**src/rtl/dmem_arbiter_pkg.sv**
```systemverilog
// Shared definitions for the data-memory arbiter and the memories behind it.
package dmem_arbiter_pkg;

    typedef enum logic [1:0] {
        IDLE   = 2'd0,
        LOCKED = 2'd1,
        YIELD  = 2'd2
    } arb_state_e;

    localparam int P_CORE     = 0;
    localparam int P_LOAD     = 1;
    localparam int DMEM_BYTES = 1024;

    // A word access is legal only if all four bytes fit below mem_bytes.
    function automatic logic addr_oor(input logic [31:0] addr, input int unsigned mem_bytes);
        logic [31:0] lim;
        lim = 32'(mem_bytes - 4);
        return addr > lim;
    endfunction

endpackage

```
**src/rtl/dmem_rr_pick.sv**
```systemverilog
// Two-way round-robin picker: on a tie the port that did not win last time wins.
module dmem_rr_pick (
    input  logic [1:0] req_i,
    input  logic       last_i,
    output logic [1:0] gnt_o
);

    always_comb begin
        gnt_o = 2'b00;
        if (req_i == 2'b11) begin
            gnt_o = last_i ? 2'b01 : 2'b10;
        end else begin
            gnt_o = req_i;
        end
    end

endmodule

```
**src/rtl/dmem_arbiter.sv**
```systemverilog
// Two-port arbiter/sequencer for the single-ported data memory, with a bounded
// port-1 bus lock and a registered response one cycle after each grant.
module dmem_arbiter
    import dmem_arbiter_pkg::*;
#(
    parameter int MEM_BYTES = DMEM_BYTES,
    parameter int MAX_LOCK  = 16
) (
    input  logic        clk,
    input  logic        rst,
    input  logic        p0_req,
    input  logic        p0_we,
    input  logic [31:0] p0_addr,
    input  logic [31:0] p0_wdata,
    input  logic        p1_req,
    input  logic        p1_we,
    input  logic [31:0] p1_addr,
    input  logic [31:0] p1_wdata,
    input  logic        p1_lock,
    output logic        p0_gnt,
    output logic        p1_gnt,
    output logic        p0_rvalid,
    output logic        p1_rvalid,
    output logic [31:0] p0_rdata,
    output logic [31:0] p1_rdata,
    output logic        p0_err,
    output logic        p1_err,
    output logic        mem_write,
    output logic        mem_read,
    output logic [31:0] mem_addr,
    output logic [31:0] mem_wdata,
    input  logic [31:0] mem_rdata
);

    localparam int CW = $clog2(MAX_LOCK);

    arb_state_e       state_q, state_d;
    logic [CW-1:0]    lock_cnt_q, lock_cnt_d;
    logic             last_q, last_d;

    logic [1:0]       req, rr_gnt, gnt, we, oor;
    logic [1:0][31:0] addr, wdata;
    logic [1:0]       rvalid_q, err_q;
    logic [1:0][31:0] rdata_q;

    assign req   = {p1_req, p0_req};
    assign we    = {p1_we, p0_we};
    assign addr  = {p1_addr, p0_addr};
    assign wdata = {p1_wdata, p0_wdata};

    always_comb begin
        oor = '0;
        for (int i = 0; i < 2; i++) oor[i] = addr_oor(addr[i], MEM_BYTES);
    end

    dmem_rr_pick u_pick (
        .req_i  (req),
        .last_i (last_q),
        .gnt_o  (rr_gnt)
    );

    always_comb begin
        state_d    = state_q;
        lock_cnt_d = lock_cnt_q;
        gnt        = 2'b00;
        unique case (state_q)
            IDLE: begin
                gnt = rr_gnt;
                if (gnt[P_LOAD] && p1_lock) begin
                    state_d    = LOCKED;
                    lock_cnt_d = '0;
                end
            end
            LOCKED: begin
                if (p1_lock) begin
                    gnt[P_LOAD] = p1_req;
                    lock_cnt_d  = lock_cnt_q + 1'b1;
                    // Yield as the counter reaches MAX_LOCK-1: together with the
                    // acquiring grant this caps a lock run at MAX_LOCK cycles.
                    if (lock_cnt_d == CW'(MAX_LOCK - 1)) state_d = YIELD;
                end else begin
                    gnt     = rr_gnt;
                    state_d = IDLE;
                end
            end
            YIELD: begin
                if (p0_req)      gnt = 2'b01;
                else if (p1_req) gnt = 2'b10;
                lock_cnt_d = '0;
                state_d    = p1_lock ? LOCKED : IDLE;
            end
            default: state_d = IDLE;
        endcase
        if (rst) gnt = 2'b00;
    end

    always_comb begin
        last_d = last_q;
        if (gnt[P_LOAD])      last_d = 1'b1;
        else if (gnt[P_CORE]) last_d = 1'b0;
    end

    always_ff @(posedge clk or posedge rst) begin
        if (rst) begin
            state_q    <= IDLE;
            lock_cnt_q <= '0;
            last_q     <= 1'b1;
        end else begin
            state_q    <= state_d;
            lock_cnt_q <= lock_cnt_d;
            last_q     <= last_d;
        end
    end

    // Out-of-range accesses are granted but never reach the memory.
    always_comb begin
        mem_read  = 1'b0;
        mem_write = 1'b0;
        mem_addr  = '0;
        mem_wdata = '0;
        for (int i = 0; i < 2; i++) begin
            if (gnt[i]) begin
                mem_read  = !we[i] && !oor[i];
                mem_write = we[i] && !oor[i];
                mem_addr  = addr[i];
                mem_wdata = wdata[i];
            end
        end
    end

    always_ff @(posedge clk or posedge rst) begin
        if (rst) begin
            rvalid_q <= '0;
            err_q    <= '0;
            rdata_q  <= '0;
        end else begin
            rvalid_q <= gnt;
            err_q    <= gnt & oor;
            for (int i = 0; i < 2; i++) begin
                if (gnt[i]) rdata_q[i] <= (!we[i] && !oor[i]) ? mem_rdata : '0;
            end
        end
    end

    assign p0_gnt    = gnt[P_CORE];
    assign p1_gnt    = gnt[P_LOAD];
    assign p0_rvalid = rvalid_q[P_CORE];
    assign p1_rvalid = rvalid_q[P_LOAD];
    assign p0_err    = err_q[P_CORE];
    assign p1_err    = err_q[P_LOAD];
    assign p0_rdata  = rdata_q[P_CORE];
    assign p1_rdata  = rdata_q[P_LOAD];

endmodule

```
**config.mk**
```make
export PLATFORM = sky130hd
export DESIGN_NAME = dmem_arbiter
export DESIGN_NICKNAME = d
export VERILOG_FILES = /design/src/rtl/dmem_arbiter_pkg.sv /design/src/rtl/dmem_rr_pick.sv /design/src/rtl/dmem_arbiter.sv
export SDC_FILE = /design/constraint.sdc
export NUM_CORES = 1
export LEC_CHECK = 0
export ABC_CLOCK_PERIOD_IN_PS = 6440
export CORE_AREA = 2 2 119 121
export DETAILED_ROUTE_END_ITERATION = 6
export DIE_AREA = 0 0 121 123
export GPL_TIMING_DRIVEN = 0
export PLACE_DENSITY = 0.76
export REMOVE_ABC_BUFFERS = 1
export SETUP_SLACK_MARGIN = 0.3
export SLEW_MARGIN = 10
export SYNTH_ARGS = -nofsm -noshare
export SYNTH_HDL_FRONTEND = slang
export SYNTH_SLANG_ARGS = --single-unit
```
**constraint.sdc**
```tcl
create_clock -name clk -period 6.44 [get_ports clk]
set_input_delay 1.288 -clock clk [delete_from_list [all_inputs] [get_ports clk]]
set_output_delay 1.288 -clock clk [all_outputs]
set_load 0.1 [all_outputs]
```
==> Yosys cells after proc, flatten, opt, wreduce, memory -nomap -nowiden <==
Index checks and enable logic that the tools add are counted.
{ "op_classes": {"add_sub_neg": 1, "magnitude_cmp": 2, "eq_ne": 7, "muxes": 28, "bitwise": 1, "reduce_logical": 14} }
{ "ops": {"columns": ["op", "count"], "rows": [
  ["32-bit 2-to-1 mux", 6],
  ["32-bit by 10-bit greater-than comparator with 1-bit output (second input constant)", 2],
  ["2-bit 2-to-1 mux", 8],
  ["2-bit one-hot mux with 3 select lines", 2],
  ["4-bit one-hot mux with 3 select lines", 1],
  ["1-bit 2-to-1 mux", 9],
  ["4-bit 2-to-1 mux", 2],
  ["1-bit logical AND", 5],
  ["4-bit by 1-bit adder with 4-bit output (second input constant)", 1],
  ["2-bit == test (second input constant)", 2],
  ["4-bit == test (second input constant)", 1],
  ["1-bit logical NOT", 4],
  ["2-bit != test (second input constant)", 2],
  ["3-bit != test (second input constant)", 1],
  ["3-bit AND reduction", 1],
  ["3-bit nonzero test", 1],
  ["2-bit bitwise AND", 1],
  ["2-bit by 1-bit == test with 1-bit output (second input constant)", 1],
  ["2-bit logical NOT", 1],
  ["2-bit AND reduction", 1],
  ["2-bit nonzero test", 1]
]} }
{ "totals": {"register_bits": 75, "inputBits": 167, "wordCells": 60} }

==> Depth between registers and ports, before layout <==
Gate-level depths: netlist of run 1.
{ "logic_depth": {"depth_word": 7, "mapped_depth": 9, "depth_no_buf": 5} }

==> Cells and area by module <==
A second synthesis of run 1 with hierarchy kept.
{ "hier_totals": {"hier_cells": 324, "hier_area_um2": 3789.9} }
{ "by_module_without_submodules": {"columns": ["mod", "n_inst", "cells_each", "area_each_um2", "seq_area_each_um2"], "rows": [
  ["dmem_arbiter", 1, 321, 3771.1, 1878.1],
  ["dmem_rr_pick", 1, 3, 18.8, 0.0]
]} }

==> Least setup slack after synthesis of run 1 <==
Ideal clock, no wire load.
{ "synth_path": {"path_type": "input to output", "startpoint": "input rst", "endpoint": "output mem_read", "arrival_ps": 6391, "t_required_ps": 5152, "slack_ps": -1239, "path_stages": 6, "path_buffers": 2, "cell_sequence": "inv_1 nand2_1 or2_2 buf_2 buf_1 o32ai_1"} }
{ "synth_between": {"elab_chain_cells": 3} }
{ "synth_rtl": {"columns": ["item", "line_no", "text"], "rows": [
  ["from (decl)", "dmem_arbiter.sv:10", "input logic rst,"],
  ["2-bit 2-to-1 mux (*)", "dmem_arbiter.sv:94", "if (rst) gnt = 2'b00;"],
  ["1-bit 2-to-1 mux", "dmem_arbiter.sv:122", "if (gnt[i]) begin"],
  ["1-bit 2-to-1 mux (*)", "dmem_arbiter.sv:122", null],
  ["to (decl)", "dmem_arbiter.sv:29", "output logic mem_read,"]
]} }
Mark *: on every way between the ends. The rest lies on a longest branch, timed or not.

==> Worst setup path in the final report of run 1 <==
Same ends and word-level chain as after synthesis.

==> metrics, run 1 <==
status complete, no violations; critical path class in2out; Starting Density 0.331; R2R cell count 5; Post-synth EDFFs 0; worst min path class reg2reg; XOR/XNOR share of the synthesized area 0; Initial DRC Count about 400; Synth Cell Area about 4500 um2; Post-DRT Antenna Nets 0; Hold EP last_q$_DFFE_PP1P_; Synth Area in Compound Gates 0.408; setup violators final 0; largest net degree at the start of global routing 68; Clock Tree Buf Depth 2; DRC Markers 0; first-pass GRT wire length ~28 mm; HP Start last_q$_DFFE_PP1P_; Synth Register Bits 75; Multi-input gate area 2290 um2; crit-path max FO 65; via count around 4.8k; Worst Skew between 0.007 and 0.008 ns; fraction of layout cells with a size suffix above 1 0.181; die span in x 121 um; dpl cells 870; insertion delay to the later sink of the worst-skew pair 0.34 ns; HPWL after detailed placement 14.1 mm; Final Hold Viols 0; fin cells a little under 900; total gr overflow 0; Ant. Diodes 0; Setup crit start kind input pin; initial antenna violation count 0; cell taking the most area after synthesis dfrtp_1; Critical Path Sink Type primary output; Required @ worst endpoint around 5.2 ns; drt first pass iters 4; Tot Pwr 0.00158 W; Core ar. about 14,000 um2; Clock transition at path regs 0.06 ns; Total GRT Usage 0.247; Area Growth Syn to Fin 78.5%; RR Endpoint p0_rdata[5]$_DFFE_PP0P_; Routed WL ~20 mm; relative slew slack 0.275; hold depth 2; Achievable Freq 0.168 GHz; Synth async-reset ratio 1.00; I/O pins 303; reg-to-reg startpoint state_q[1]$_DFFE_PP0P_; Root Driver clkbuf_16; Post-CTS Repair Setup Buffers 0; synth top area cells dfrtp_1 41%, o31ai_4 13%, a22o_1 12%, o41ai_1 6.2%, o21ai_0 4.3%; RD Place Congestion 0.922; Slew Limit Fails 0; # rows 43; Synth Area in Simple Gates 0.0841; Die Y 123 um; sinks on the clock net 75; Tmin final 5.96 ns; fill count 1,096; Unique masters post-synth 43; total of max-cap violations 0; Synth top area share 0.411; most used cells in the layout excluding fill and tap cells 233 x clkdlybuf4s50_1, 74 x dfrtp_1, 65 x clkdlybuf4s15_2; wire length per cell 21.9 um; RSZ-0062 raised after global routing yes; worst slew pin tran approximately 1.1 ns; mux share of post-synthesis cell area 0; fin nets 872; LEAKAGE ~3.2 nW; post-synthesis cell count 430; register area 1880 um2; cts hold-fix bufs 0; reg2reg setup slack roughly 3.7 ns; Main synth FF type dfrtp_1; Syn Area/Cell 10.5 um2; PortBufs between 300 and 400; Yosys warning count 0; CTS tree done; PwrDens just under 200 nW/um2; Final period util 0.925; most common cell after layout, fill and taps aside clkdlybuf4s50_1; post-synthesis adder-cell area fraction 0.00555; TNS Setup 0 ns; DIE AREA about 15,000 um2; crit path DAT 4.67 ns; register area share after synthesis 0.417; Max IR drop VDD ~110 uV; total CTS buffers 9; Vias/cell between 5 and 6; main combinational cell family by area after synthesis compound AO/OA/AOI/OAI gates; number of global-route vias before repair ~4.9k; H-tree lvl count 3
-- registers in the layout, summed over array words and instances (netlist names) --
register	flops
err_q	2
lock_cnt_q	4
p1_rdata	32
rvalid_q	2
p0_rdata	32
last_q	1
state_q	2
-- routing by layer --
layer / global-route usage / up-vias / routed length (um)
li1: - / 2193 / -
met2: 0.414 / 248 / 9720
met1: 0.315 / 2369 / 7890
met5: 0 / - / 0
met3: 0.0650 / 27 / 1470
met4: 0.0669 / 0 / 360
-- critical path: stages --
cell and delay, ns:
clkdlybuf4s50_1 0.45, inv_4 0.21, buf_16 0.33, o2111ai_4 0.43
or4_4 0.82, o32ai_1 0.18, dlygate4sd2_1 0.91
-- worst max path at each step --
stage          start      endpoint  slack, ns  depth (start not counted)
3_3_place_gp     rst  mem_addr[21]      -3.76                          7
5_1_grt          rst     mem_write       0.30                          8
2_1_floorplan    rst      mem_read      -2.09                          4
4_1_cts          rst  mem_addr[21]       0.34                          8
6_report         rst      mem_read       0.48                          7
3_5_place_dp     rst  mem_addr[21]      -1.41                          8
-- area by class of cell --
| class | instances | share of cell area |
|---|---|---|
| clock buffers | 12 | 0.0306 |
| clock inverters | 4 | 0.00638 |
| inverters | 40 | 0.0196 |
| multi-input cells | 271 | 0.284 |
| flip-flops and latches | 75 | 0.234 |
| well taps | 180 | 0.0280 |
| repair buffers | 306 | 0.397 |
-- cells in the mapped netlist, types with 2 or more instances --
| cell | count |
|---|---|
| ha_1 | 2 |
| nor4_1 | 10 |
| nand3_1 | 3 |
| o31ai_4 | 28 |
| o21ai_0 | 39 |
| nor3_1 | 4 |
| nor2b_1 | 2 |
| o31ai_1 | 4 |
| o32ai_1 | 2 |
| nor2_1 | 8 |
| buf_1 | 7 |
| inv_1 | 39 |
| dfrtp_1 | 74 |
| a22o_1 | 64 |
| a32o_1 | 3 |
| a21oi_1 | 4 |
| buf_12 | 2 |
| buf_2 | 8 |
| o41ai_1 | 32 |
| a21o_1 | 2 |
| clkbuf_1 | 26 |
| nand4_1 | 6 |
| nand2_1 | 41 |
-- stage by stage --
stage	hold slack, ns	worst slack (ns)	utilization	cell area, um2
2_1_floorplan	0.446	-2.09	-	4270
3_3_place_gp	0.462	-3.76	0.552	7520
3_5_place_dp	0.468	-1.41	0.561	7630
4_1_cts	0.477	0.339	0.590	8030
5_1_grt	0.514	0.303	0.591	8040
6_report	0.474	0.485	0.591	8040
-- where the power goes --
| group | internal, W | switching (W) |
|---|---|---|
| Combinational | 0.000179 | 0.000409 |
| Clock | 0.000311 | 0.000197 |
| Sequential | 0.000478 | 0.00000683 |
-- kinds of logic (layout without fill, tap and decap cells) --
group                      Yosys count  count (layout)
buffers and inverters               86             362
DFF                                 75              75
adders and majority gates            2               2
and+or+nand+nor                     81              81
AOI/OAI and AO/OA                  186             188
-- repair_timing --
item,CTS,global route
endpoints found under the setup margin,67,61
resized for setup,202,1
pin swaps,1,1
cloned,1,1
Note: power is estimated with default switching activity, not from simulation.
==> run 2, diff against run 1 <==
CORE_AREA = unset   (was 2 2 119 121)
CORE_MARGIN = 3   (was unset)
CORE_UTILIZATION = 36   (was unset)
DIE_AREA = unset   (was 0 0 121 123)
HOLD_SLACK_MARGIN = 0.02   (was unset)
PLACE_DENSITY = 0.81   (was 0.76)
==> metrics, run 2 (same netlist as run 1, synthesis figures left out) <==
status complete, no violations (unchanged); Hold EP last_q$_DFFE_PP1P_ (unchanged); Routed WL 21.1 mm (was 19.4 mm); Post-DRT Antenna Nets 0 (unchanged); Final period util 0.944 (was 0.925); largest net degree at the start of global routing 68 (unchanged); via count 4,909 (was 4,837); fill count 967 (was 1,096); reg-to-reg startpoint state_q[1]$_DFFE_PP0P_ (unchanged); Tot Pwr 0.00157 W (was 0.00158 W); Die Y 118 um (was 123 um); wire length per cell 24.0 um (was 21.9 um); fraction of layout cells with a size suffix above 1 0.183 (was 0.181); I/O pins 303 (unchanged); LEAKAGE 3.22 nW (was 3.25 nW); number of global-route vias before repair 5,065 (was 4,850); RD Place Congestion 0.903 (was 0.922); Setup crit start kind input pin (unchanged); R2R cell count 5 (unchanged); HP Start last_q$_DFFE_PP1P_ (unchanged); DRC Markers 0 (unchanged); RR Endpoint p0_rdata[6]$_DFFE_PP0P_ (was p0_rdata[5]$_DFFE_PP0P_); Vias/cell 5.58 (was 5.45); Slew Limit Fails 0 (unchanged); most used cells in the layout excluding fill and tap cells 232 x clkdlybuf4s50_1, 74 x dfrtp_1, 68 x clkdlybuf4s15_2 (was 233 x clkdlybuf4s50_1, 74 x dfrtp_1, 65 x clkdlybuf4s15_2); crit path DAT 4.79 ns (was 4.67 ns); Clock transition at path regs 0.06 ns (about the same); hold depth 2 (unchanged); Required @ worst endpoint 5.15 ns (about the same); total CTS buffers 9 (unchanged); insertion delay to the later sink of the worst-skew pair 0.32 ns (was 0.34 ns); Tmin final 6.08 ns (was 5.96 ns); DIE AREA 13,900 um2 (was 14,900 um2); Final Hold Viols 0 (unchanged); Max IR drop VDD 129 uV (was 113 uV); worst slew pin tran 1.10 ns (was 1.09 ns); Util after Layout 0.661 (was 0.591); first-pass GRT wire length 31.1 mm (was 27.9 mm); CTS tree done (unchanged); Achievable Freq 0.164 GHz (was 0.168 GHz); setup violators final 0 (unchanged); fin nets 870 (was 872); reg2reg setup slack 3.47 ns (was 3.72 ns); Total GRT Usage 0.293 (was 0.247); PortBufs 302 (unchanged); total of max-cap violations 0 (unchanged); Initial DRC Count 436 (was 402); sinks on the clock net 75 (unchanged); HPWL after detailed placement 16.8 mm (was 14.1 mm); initial antenna violation count 10 (was 0); relative slew slack 0.262 (was 0.275); RSZ-0062 raised after global routing yes (unchanged); PwrDens 196 nW/um2 (was 197 nW/um2); H-tree lvl count 3 (unchanged); Clock Tree Buf Depth 2 (unchanged); Core ar. 12,100 um2 (was 13,600 um2); Worst Skew 0.00530 ns (was 0.00703 ns); # rows 40 (was 43); Critical Path Sink Type primary output (unchanged); drt first pass iters 5 (was 4); critical path class in2out (unchanged); crit-path max FO 48 (was 65); Starting Density 0.372 (was 0.331); Post-CTS Repair Setup Buffers 0 (unchanged); Root Driver clkbuf_16 (unchanged); die span in x 118 um (was 121 um); worst min path class reg2reg (unchanged); Area Growth Syn to Fin 77.8% (was 78.5%); total gr overflow 0 (unchanged); most common cell after layout, fill and taps aside clkdlybuf4s50_1 (unchanged)
[run 2: cell type report]
| class | count | area (um2) | share of cell area |
|---|---|---|---|
| timing repair buffer | 306 | 3200 | 0.399 |
| clock buffer | 11 | 233 | 0.0290 |
| tap | 168 | 210 | 0.0262 |
| clock inverter | 5 | 62.6 | 0.00781 |
| inverter | 40 | 159 | 0.0198 |
| antenna | 6 | 15.0 | 0.00187 |
| sequential | 75 | 1880 | 0.234 |
| multi-input combinational | 269 | 2260 | 0.282 |
[run 2: critical path, cell delays in order]
cell             delay (ns)
clkdlybuf4s50_1        0.45
inv_4                  0.34
buf_16                 0.29
o2111ai_4              0.57
or4_4                  0.95
o32ai_1                0.23
clkdlybuf4s15_2        0.61
[run 2: worst max-delay path by stage]
stage | slack [ns] | start | end
floorplan | -2.09 | rst | mem_read
global placement | -3.74 | rst | mem_read
detailed placement | -1.31 | rst | mem_addr[10]
CTS | 0.31 | rst | mem_read
global route | 0.14 | rst | mem_write
finish | 0.36 | rst | mem_write
[run 2: routing by layer]
metal	vias up	global-route usage	part of all wire
li1	2188	-	-
met1	2425	0.308	0.34
met2	246	0.517	0.51
met3	42	0.133	0.11
met4	8	0.105	0.030
met5	-	0	0.0030
[run 2: timing repair]
item / in CTS / in global routing
endpoints found under the setup margin: 68 / 66
pin swaps: 1 / 0
hold buffers: 0 / 0
gates resized for setup: 210 / 1
[run 2: metrics by stage]
stage                     hold WS, ns  cells  setup slack [ns]  setup TNS [ns]  instance area (um2)
final                           0.472    880             0.360               0                 8010
after global routing            0.507    877             0.141               0                 8000
after detailed placement        0.469    858             -1.31          -80.26                 7610
after CTS                       0.475    874             0.308               0                 8000
after floorplan                 0.446    384             -2.09          -88.07                 4270
after global placement          0.454    854             -3.74         -307.17                 7500
[run 2: report_power, final]
part	total, W	internal [W]	switching [W]	leakage (nW)
combinational	0.000582	0.000179	0.000403	2.05
clock	0.000502	0.000303	0.000199	0.136
sequential	0.000485	0.000478	0.00000699	1.04
total	0.00157	0.000960	0.000609	3.22
